### config.mk
export PLATFORM = sky130hd
export DESIGN_NAME = cam_capture
export DESIGN_NICKNAME = d
export VERILOG_FILES = /design/src/rtl/cam_capture.sv
export SDC_FILE = /design/constraint.sdc
export NUM_CORES = 1
export LEC_CHECK = 0
export CAP_MARGIN = 20
export CORE_MARGIN = 3
export CORE_UTILIZATION = 54
export CTS_BUF_LIST = sky130_fd_sc_hd__clkbuf_4 sky130_fd_sc_hd__clkbuf_8 sky130_fd_sc_hd__clkbuf_16
export CTS_CLUSTER_SIZE = 16
export DETAILED_ROUTE_END_ITERATION = 12
export PLACE_DENSITY = 0.91
export SYNTH_ARGS = -nofsm -noshare
export SYNTH_HDL_FRONTEND = slang
export SYNTH_SLANG_ARGS = --single-unit
### constraint.sdc
create_clock -name i_pclk -period 2.6 [get_ports i_pclk]
set_input_delay 0.39 -clock i_pclk [delete_from_list [all_inputs] [get_ports i_pclk]]
set_output_delay 0.39 -clock i_pclk [all_outputs]
set_load 0.02 [all_outputs]
### src/rtl/cam_capture.sv
// cam_capture: OV7670-style parallel camera capture (RGB444, 2 bytes/pixel).
// Waits for camera configuration, discards SKIP_FRAMES whole frames, then
// writes every following frame as 12-bit pixels with a linear address.
// Optional: define CAM_CAPTURE_FRAME_DONE_EN to add the o_frame_done pulse.

module cam_capture #(
    parameter int SKIP_FRAMES = 1,
    parameter int ADDR_W      = 19
) (
    input  logic              i_pclk,
    input  logic              i_rst,
    input  logic              i_vsync,
    input  logic              i_href,
    input  logic [7:0]        i_D,
    input  logic              i_cam_done,
    output logic [ADDR_W-1:0] o_pix_addr,
    output logic [11:0]       o_pix_data,
    output logic              o_wr
`ifdef CAM_CAPTURE_FRAME_DONE_EN
    ,
    output logic              o_frame_done
`endif
);

    typedef enum logic [1:0] {
        ST_IDLE,
        ST_SKIP,
        ST_ARM,
        ST_CAPTURE
    } state_t;

    localparam logic [1:0]        SKIP_N   = 2'(SKIP_FRAMES);
    localparam logic [ADDR_W-1:0] ADDR_MAX = {ADDR_W{1'b1}};

    state_t            state_q, state_d;
    logic              vsync_q;
    logic [1:0]        skip_cnt_q, skip_cnt_d;
    logic              phase_q, phase_d;       // 0: expecting first byte, 1: second byte
    logic [3:0]        lo_nib_q, lo_nib_d;
    logic [ADDR_W-1:0] addr_q, addr_d;
    logic [11:0]       data_q, data_d;
    logic              wr_q, wr_d;
`ifdef CAM_CAPTURE_FRAME_DONE_EN
    logic              frame_done_q, frame_done_d;
`endif

    logic fstart;
    logic fend;

    // Frame boundaries from the previous and current vsync samples.
    assign fstart = vsync_q & ~i_vsync;
    assign fend   = ~vsync_q & i_vsync;

    // Next-state and output computation for the capture FSM.
    always_comb begin
        // NOTE: every signal gets a default first so no path leaves it unassigned, which would infer a latch.
        state_d    = state_q;
        skip_cnt_d = skip_cnt_q;
        phase_d    = phase_q;
        lo_nib_d   = lo_nib_q;
        addr_d     = addr_q;
        data_d     = data_q;
        wr_d       = 1'b0;
`ifdef CAM_CAPTURE_FRAME_DONE_EN
        frame_done_d = 1'b0;
`endif

        if (!i_cam_done) begin
            // Configuration lost or not yet finished: park and drop any half pixel.
            state_d = ST_IDLE;
            phase_d = 1'b0;
        end else begin
            unique case (state_q)
                ST_IDLE: begin
                    skip_cnt_d = '0;
                    state_d    = (SKIP_FRAMES > 0) ? ST_SKIP : ST_ARM;
                end
                ST_SKIP: begin
                    // A frame counts as skipped only once its start has been seen.
                    if (fstart && skip_cnt_q != SKIP_N) begin
                        skip_cnt_d = skip_cnt_q + 2'd1;
                    end
                    if (fend && skip_cnt_q == SKIP_N) begin
                        state_d = ST_ARM;
                    end
                end
                ST_ARM: begin
                    if (fstart) begin
                        state_d = ST_CAPTURE;
                        addr_d  = '0;
                        phase_d = 1'b0;
                    end
                end
                ST_CAPTURE: begin
                    if (fend) begin
                        // Frame end takes priority over any byte on the same edge.
                        state_d = ST_ARM;
                        phase_d = 1'b0;
`ifdef CAM_CAPTURE_FRAME_DONE_EN
                        frame_done_d = 1'b1;
`endif
                    end else if (i_href && !i_vsync) begin
                        if (!phase_q) begin
                            lo_nib_d = i_D[3:0];
                            phase_d  = 1'b1;
                        end else begin
                            data_d  = {lo_nib_q, i_D};
                            wr_d    = 1'b1;
                            addr_d  = (addr_q == ADDR_MAX) ? addr_q : addr_q + 1'b1;
                            phase_d = 1'b0;
                        end
                    end else begin
                        // Row gap: an odd trailing byte is discarded.
                        phase_d = 1'b0;
                    end
                end
                default: state_d = ST_IDLE;
            endcase
        end
    end

    // State and registered outputs, asynchronously reset.
    always_ff @(posedge i_pclk or posedge i_rst) begin
        // NOTE: sequential state uses non-blocking assignments so all flops update from pre-edge values.
        if (i_rst) begin
            state_q    <= ST_IDLE;
            vsync_q    <= 1'b0;
            skip_cnt_q <= '0;
            phase_q    <= 1'b0;
            lo_nib_q   <= '0;
            addr_q     <= '0;
            data_q     <= '0;
            wr_q       <= 1'b0;
`ifdef CAM_CAPTURE_FRAME_DONE_EN
            frame_done_q <= 1'b0;
`endif
        end else begin
            state_q    <= state_d;
            vsync_q    <= i_vsync;
            skip_cnt_q <= skip_cnt_d;
            phase_q    <= phase_d;
            lo_nib_q   <= lo_nib_d;
            addr_q     <= addr_d;
            data_q     <= data_d;
            wr_q       <= wr_d;
`ifdef CAM_CAPTURE_FRAME_DONE_EN
            frame_done_q <= frame_done_d;
`endif
        end
    end

    assign o_pix_addr = addr_q;
    assign o_pix_data = data_q;
    assign o_wr       = wr_q;
`ifdef CAM_CAPTURE_FRAME_DONE_EN
    assign o_frame_done = frame_done_q;
`endif

endmodule

==> impl_metrics.toml, run 1 <==
[sta]
fin_skew_ns = 0.004604
period_minus_slack_ns = 2.295
drv_slew = 0
fmax_mhz = 435.8
worst_slew_pin_slew_ns = 0.6490
rsz0062_at_grt = "false"
setup_viol = 0
fin_crit_sh_pct = 88.26
relSlewSlack_pct = 56.40
hold_ws_ns = 0.4743
setup_slack_ns = 0.3052
hold_viol_final = 0
tns_ns = 0

[setup_path]
cp_max_fo = 15
max_stage_delay_ns = 0.48
rr_worst_depth = 7
critPathArrivalTime_ns = 2.47
critPathBufInv = 1
crit_required_ns = 2.78
regToRegSetupSlack_ns = 0.31
startpoint_type = "flop"
critical_path_class = "flop to flop"
slowest_stage = "nor4_4"
end_kind = "flop"
cp.depth = 7
cpLargestDelayFamily = "simple AND/OR/NAND/NOR gates"
crit_path_cell_trace = "ha_1 -> nand4_1 -> nor4_4 -> and2_1 -> buf_4 -> nand3b_1 -> o21ai_0"

[global_route]
grt_usage_pct = 22.08
grt_pass1_wl_mm = 7.562
gr-total-overflow = 0
grt_pass1_vias = 1693
antenna_found_initial = 0
grt_max_degree = 43

[detailed_routing]
drc_errors = 0
drtIter0Drc = 151
drt-total-wl_mm = 4.823
num_vias = 1837
wire_per_inst_um = 15.46
vias_per_cell = 5.888
detail_route.first_pass.iterations = 4
ant_nets = 0

[power]
p_total_mw = 1.427
ir_drop_v = 0.0005384
powerDensity_nw_per_um2 = 530.9
total_leakage_power_nw = 1.173

[yosys]
syn_inst = 222
synth_flop_cell = "dfrtp_1"
ys_ff_latch = 42
synth_edf_count = 0
async_reset_ff_share_pct = 100.0
yosysTopAreaCellShare_pct = 50.03
yosysSeqAreaShare_pct = 50.03
synth_fp_nets = 237
netlist_top_cells_area = "dfrtp_1 (50%), nand2_1 (9.1%), o31ai_1 (7.5%)"
syn_avg_cell_area_um2 = 9.463
synth_cell_type_count = 43
yosys_warnings = 0
syn_area_um2 = 2101
synth.largest_area_cell = "dfrtp_1"

[clock_network]
post-cts-setup-buffer-count = 0
cts-resized-gates = 0
cts_tree = "built"
clock-root-buffer = "clkbuf_8"
cts_sinks = 42
cts_buffer_depth = 2
cts_inserted_buffers = 5
hold_buffers = 0
h-tree-depth = 2
clk_latency_ns = 0.30
cts.clk_slew.worst_paths_ns = 0.08

[place]
gp_congestion = 0.8946
place_ws_ns = 0.2422
placed_cell_area_um2 = 2550
dpl.cell_count = 304
place_hpwl_mm = 3.306
port_buffers = 44

[layout]
finalNetCount = 278
area_growth_pct = 27.93
antenna_cells = 0
final_cells = 312
fin_util_pct = 72.32
design_area_um2 = 2688
drive_gt1_share_pct = 9.091

[floorplan]
die_area_um2 = 4674
ios = 45
rows = 22
initial_core_util_pct = 56.53
fp.dieH_um = 68.37
die_w_um = 68.37
fp.coreArea_um2 = 3716

[run]
cap_violations = 0

[hold_path]
holdPathStages = 2
worstHoldPathType = "flop to flop"

[status]
status = "finished, final reports clean"
## area by class of cell
| cell class | instances | area, µm² |
|---|---|---|
| sequential | 42 | 1051 |
| fill | 277 | 1028 |
| multi-input combinational | 162 | 955.9 |
| timing repair buffer | 47 | 462.9 |
| clock buffer | 5 | 68.82 |
| clock inverter | 3 | 68.82 |
| tap | 48 | 60.06 |
| inverter | 5 | 20.02 |
## flip-flops by register name, summed over array words and instances, names as in the netlist
signal	count
skip_cnt_q	2
phase_q	1
o_pix_data	12
vsync_q	1
state_q	2
o_pix_addr	19
lo_nib_q	4
o_wr	1
## worst paths after layout
path / startpoint / endpoint
max reg2reg: o_pix_addr[0]$_DFFE_PP0P_ / o_pix_addr[4]$_DFFE_PP0P_
max: o_pix_addr[0]$_DFFE_PP0P_ / o_pix_addr[4]$_DFFE_PP0P_
min: lo_nib_q[0]$_DFFE_PP0P_ / o_pix_data[8]$_DFFE_PP0P_
min in group asynchronous: i_rst / o_pix_data[4]$_DFFE_PP0P_
max in group asynchronous: i_rst / o_pix_addr[17]$_DFFE_PP0P_
min reg2reg: lo_nib_q[0]$_DFFE_PP0P_ / o_pix_data[8]$_DFFE_PP0P_
## routing by layer
layer | up-vias | routed length, µm | global-route usage [%]
li1 | 881 | - | -
met1 | 873 | 2068 | 27.08
met2 | 68 | 2375 | 36.46
met3 | 15 | 268 | 6.240
met4 | 0 | 111 | 8.933
met5 | - | 0 | 0
## cells in the mapped netlist (all sizes together) (2+ instances only)
cell type,instances
nor3,2
nor2,10
nand3,9
and2,3
nand2,52
nand4,6
and3,5
clkbuf,5
o41ai,2
nand2b,3
dfrtp,42
nand3b,3
o31ai,21
ha,2
mux2,4
buf,8
o21ai,13
a21oi,4
nor4,2
or2,2
a31oi,5
inv,4
and4,3
## logic make-up (layout without fill, tap and decap cells)
family | Yosys count | count (layout) | share of synthesized area, %
simple gates | 104 | 104 | 25.20
compound gates | 51 | 51 | 16.50
mux | 5 | 5 | 2.620
flops | 42 | 42 | 50.03
fa+ha+maj | 2 | 2 | 1.191
buf+inv | 18 | 60 | 4.466
## where the power goes
group	switching [mW]	internal [mW]	leakage (nW)	total [mW]
registers	0.0198	0.676	0.575	0.696
clock network	0.238	0.385	0.0683	0.623
logic	0.0537	0.0541	0.529	0.108
## layout by cell type, fill, tap and decap left out, types with 4 or more instances in the layout
| cell type | n |
|---|---|
| and3_1 | 5 |
| a31oi_1 | 5 |
| mux2_2 | 4 |
| o31ai_1 | 21 |
| inv_1 | 4 |
| nand2_1 | 51 |
| clkbuf_8 | 5 |
| nand4_1 | 6 |
| dfrtp_1 | 42 |
| nor2_1 | 10 |
| o21ai_0 | 13 |
| nand3_1 | 8 |
| a21oi_1 | 4 |
| clkdlybuf4s50_1 | 44 |
## worst register-to-register path, delay by kind of cell (launching register included)
family / cells / cell delay, ns
AO/OA/AOI/OAI: 1 / 0.08
flip-flops: 1 / 0.45
buffers and inverters: 1 / 0.25
adder cells (fa/ha/maj): 1 / 0.24
AND/OR/NAND/NOR: 4 / 1.16
No activity file was read; power rests on OpenSTA's default activity.
==> inputs of run 2 (changes only) <==
==> constraint.sdc (replaced) <==
create_clock -name i_pclk -period 2.6 [get_ports i_pclk]
set_input_delay 0.26 -clock i_pclk [delete_from_list [all_inputs] [get_ports i_pclk]]
set_output_delay 0.26 -clock i_pclk [all_outputs]
set_load 0.02 [all_outputs]
==> impl_metrics.toml, run 2 (synthesis gave the netlist of run 1 again) <==
[floorplan]
die_w_um = 68.37
fp.dieH_um = 68.37
fp.coreArea_um2 = 3716
rows = 22
ios = 45
initial_core_util_pct = 56.53
die_area_um2 = 4674

[status]
status = "finished, final reports clean"

[setup_path]
r2r-start = "o_pix_addr[0]$_DFFE_PP0P_"
rr_endpoint = "o_pix_addr[12]$_DFFE_PP0P_"
slowest_stage = "dfrtp_1"
startpoint_type = "flop"
regToRegSetupSlack_ns = 0.39
rr_worst_depth = 7
max_stage_delay_ns = 0.44
end_kind = "flop"
cp_max_fo = 13
critPathArrivalTime_ns = 2.37
critical_path_class = "flop to flop"
crit_required_ns = 2.76
crit_path_cell_trace = "ha_1 -> nand4_1 -> nor4_4 -> and2_1 -> buf_4 -> a211oi_1 -> o41ai_1"

[run]
cap_violations = 0

[place]
place_ws_ns = 0.3819
place_hpwl_mm = 3.313
gp_congestion = 0.8531
port_buffers = 44
dpl.cell_count = 304

[detailed_routing]
met3_length_um = 275
drtIter0Drc = 146
drt-met1-wl_mm = 2.046
ant_nets = 0
drt-total-wl_mm = 4.752
detail_route.first_pass.iterations = 4
vias_per_cell = 5.865
maxUsedRoutingLayer = "met4"
num_vias = 1830
wl_met2_mm = 2.357
drc_errors = 0
wire_per_inst_um = 15.23

[layout]
final_common_cell = "nand2_1"
drive_gt1_share_pct = 9.091
final_cells = 312
final_cell_mix = "nand2_1 (51), clkdlybuf4s50_1 (44), dfrtp_1 (42), o31ai_1 (21), o21ai_0 (13)"
largest_reg_flops = 19
finalNetCount = 278
area_growth_pct = 26.80
antenna_cells = 0

[clock_network]
cts_sinks = 42
clock-root-buffer = "clkbuf_8"
clk_latency_ns = 0.30
cts_buffer_depth = 2
cts_tree = "built"
cts-resized-gates = 0
h-tree-depth = 2
post-cts-setup-buffer-count = 0
hold_buffers = 0
cts_inserted_buffers = 5
cts.clk_slew.worst_paths_ns = 0.09

[global_route]
gr-total-overflow = 0
grt_pass1_wl_mm = 7.838
antenna_found_initial = 0
grt_pass1_vias = 1721
grt_max_degree = 43
grt_usage_pct = 22.80

[sta]
tns_ns = 0
period_minus_slack_ns = 2.215
fin_skew_ns = 0.006640
worst_slew_pin_slew_ns = 0.6386
setup_viol = 0
drv_slew = 0
setup_slack_ns = 0.3853
rsz0062_at_grt = "false"
fmax_mhz = 451.5
fin_crit_sh_pct = 85.18
relSlewSlack_pct = 57.10
hold_viol_final = 0

[hold_path]
worstHoldPathType = "input pin to async pin"

[power]
total_leakage_power_nw = 1.155
ir_drop_v = 0.0003899
powerDensity_nw_per_um2 = 499.3
==> run 2: changes by cell type in the layout (fill, tap and decap cells not counted) <==
cell,before,now
clkinv_4,1,0
clkinvlp_4,0,2
bufinv_16,2,1
==> run 2: report_power, final <==
group	internal, mW	switching, mW
logic	0.0542	0.0535
registers	0.677	0.0207
clock network	0.286	0.239
==> run 2: layout make-up <==
class | instances | area, µm²
Timing Repair Buffer | 47 | 462.9
Inverter | 5 | 20.02
Multi-Input combinational cell | 162 | 955.9
Sequential cell | 42 | 1051
Fill cell | 306 | 1052
Tap cell | 48 | 60.06
Clock buffer | 5 | 68.82
Clock inverter | 3 | 45.04
==> run 2: worst max path at each step <==
stage                         startpoint                    endpoint  slack, ns  depth (start not counted)
5_1_grt        o_pix_addr[1]$_DFFE_PP0P_  o_pix_addr[11]$_DFFE_PP0P_       0.19                          7
3_3_place_gp   o_pix_addr[0]$_DFFE_PP0P_   o_pix_addr[2]$_DFFE_PP0P_       0.49                          6
2_1_floorplan  o_pix_addr[0]$_DFFE_PP0P_   o_pix_addr[2]$_DFFE_PP0P_       0.65                          7
6_report       o_pix_addr[0]$_DFFE_PP0P_  o_pix_addr[12]$_DFFE_PP0P_       0.39                          7
4_1_cts        o_pix_addr[1]$_DFFE_PP0P_  o_pix_addr[12]$_DFFE_PP0P_       0.40                          7
3_5_place_dp                     i_vsync   o_pix_addr[7]$_DFFE_PP0P_       0.38                          6
==> run 2: through the flow <==
stage	power (mW)	utilization, %	instance area [µm²]	hold slack [ns]
after floorplan	0.7675	-	2101	0.2914
after global placement	0.8134	68.62	2550	0.4472
after detailed placement	0.8182	68.62	2550	0.4527
after CTS	1.340	71.68	2664	0.4009
after global routing	1.377	71.68	2664	0.4447
final	1.330	71.68	2664	0.3725
==> run 2: worst max-delay path, delay by kind of cell, from the launching register on <==
family          cells  cell delay (ns)
buf+inv             1             0.25
simple gates        3             0.97
compound gates      2             0.16
fa+ha+maj           1             0.24
flops               1             0.44
==> run 2: routing by layer <==
| metal | GRT usage, % | up-vias |
|---|---|---|
| met1 | 26.96 | 871 |
| met4 | 9.181 | 0 |
| met3 | 6.240 | 8 |
| met2 | 38.99 | 71 |
| li1 | - | 880 |
| met5 | 0 | - |
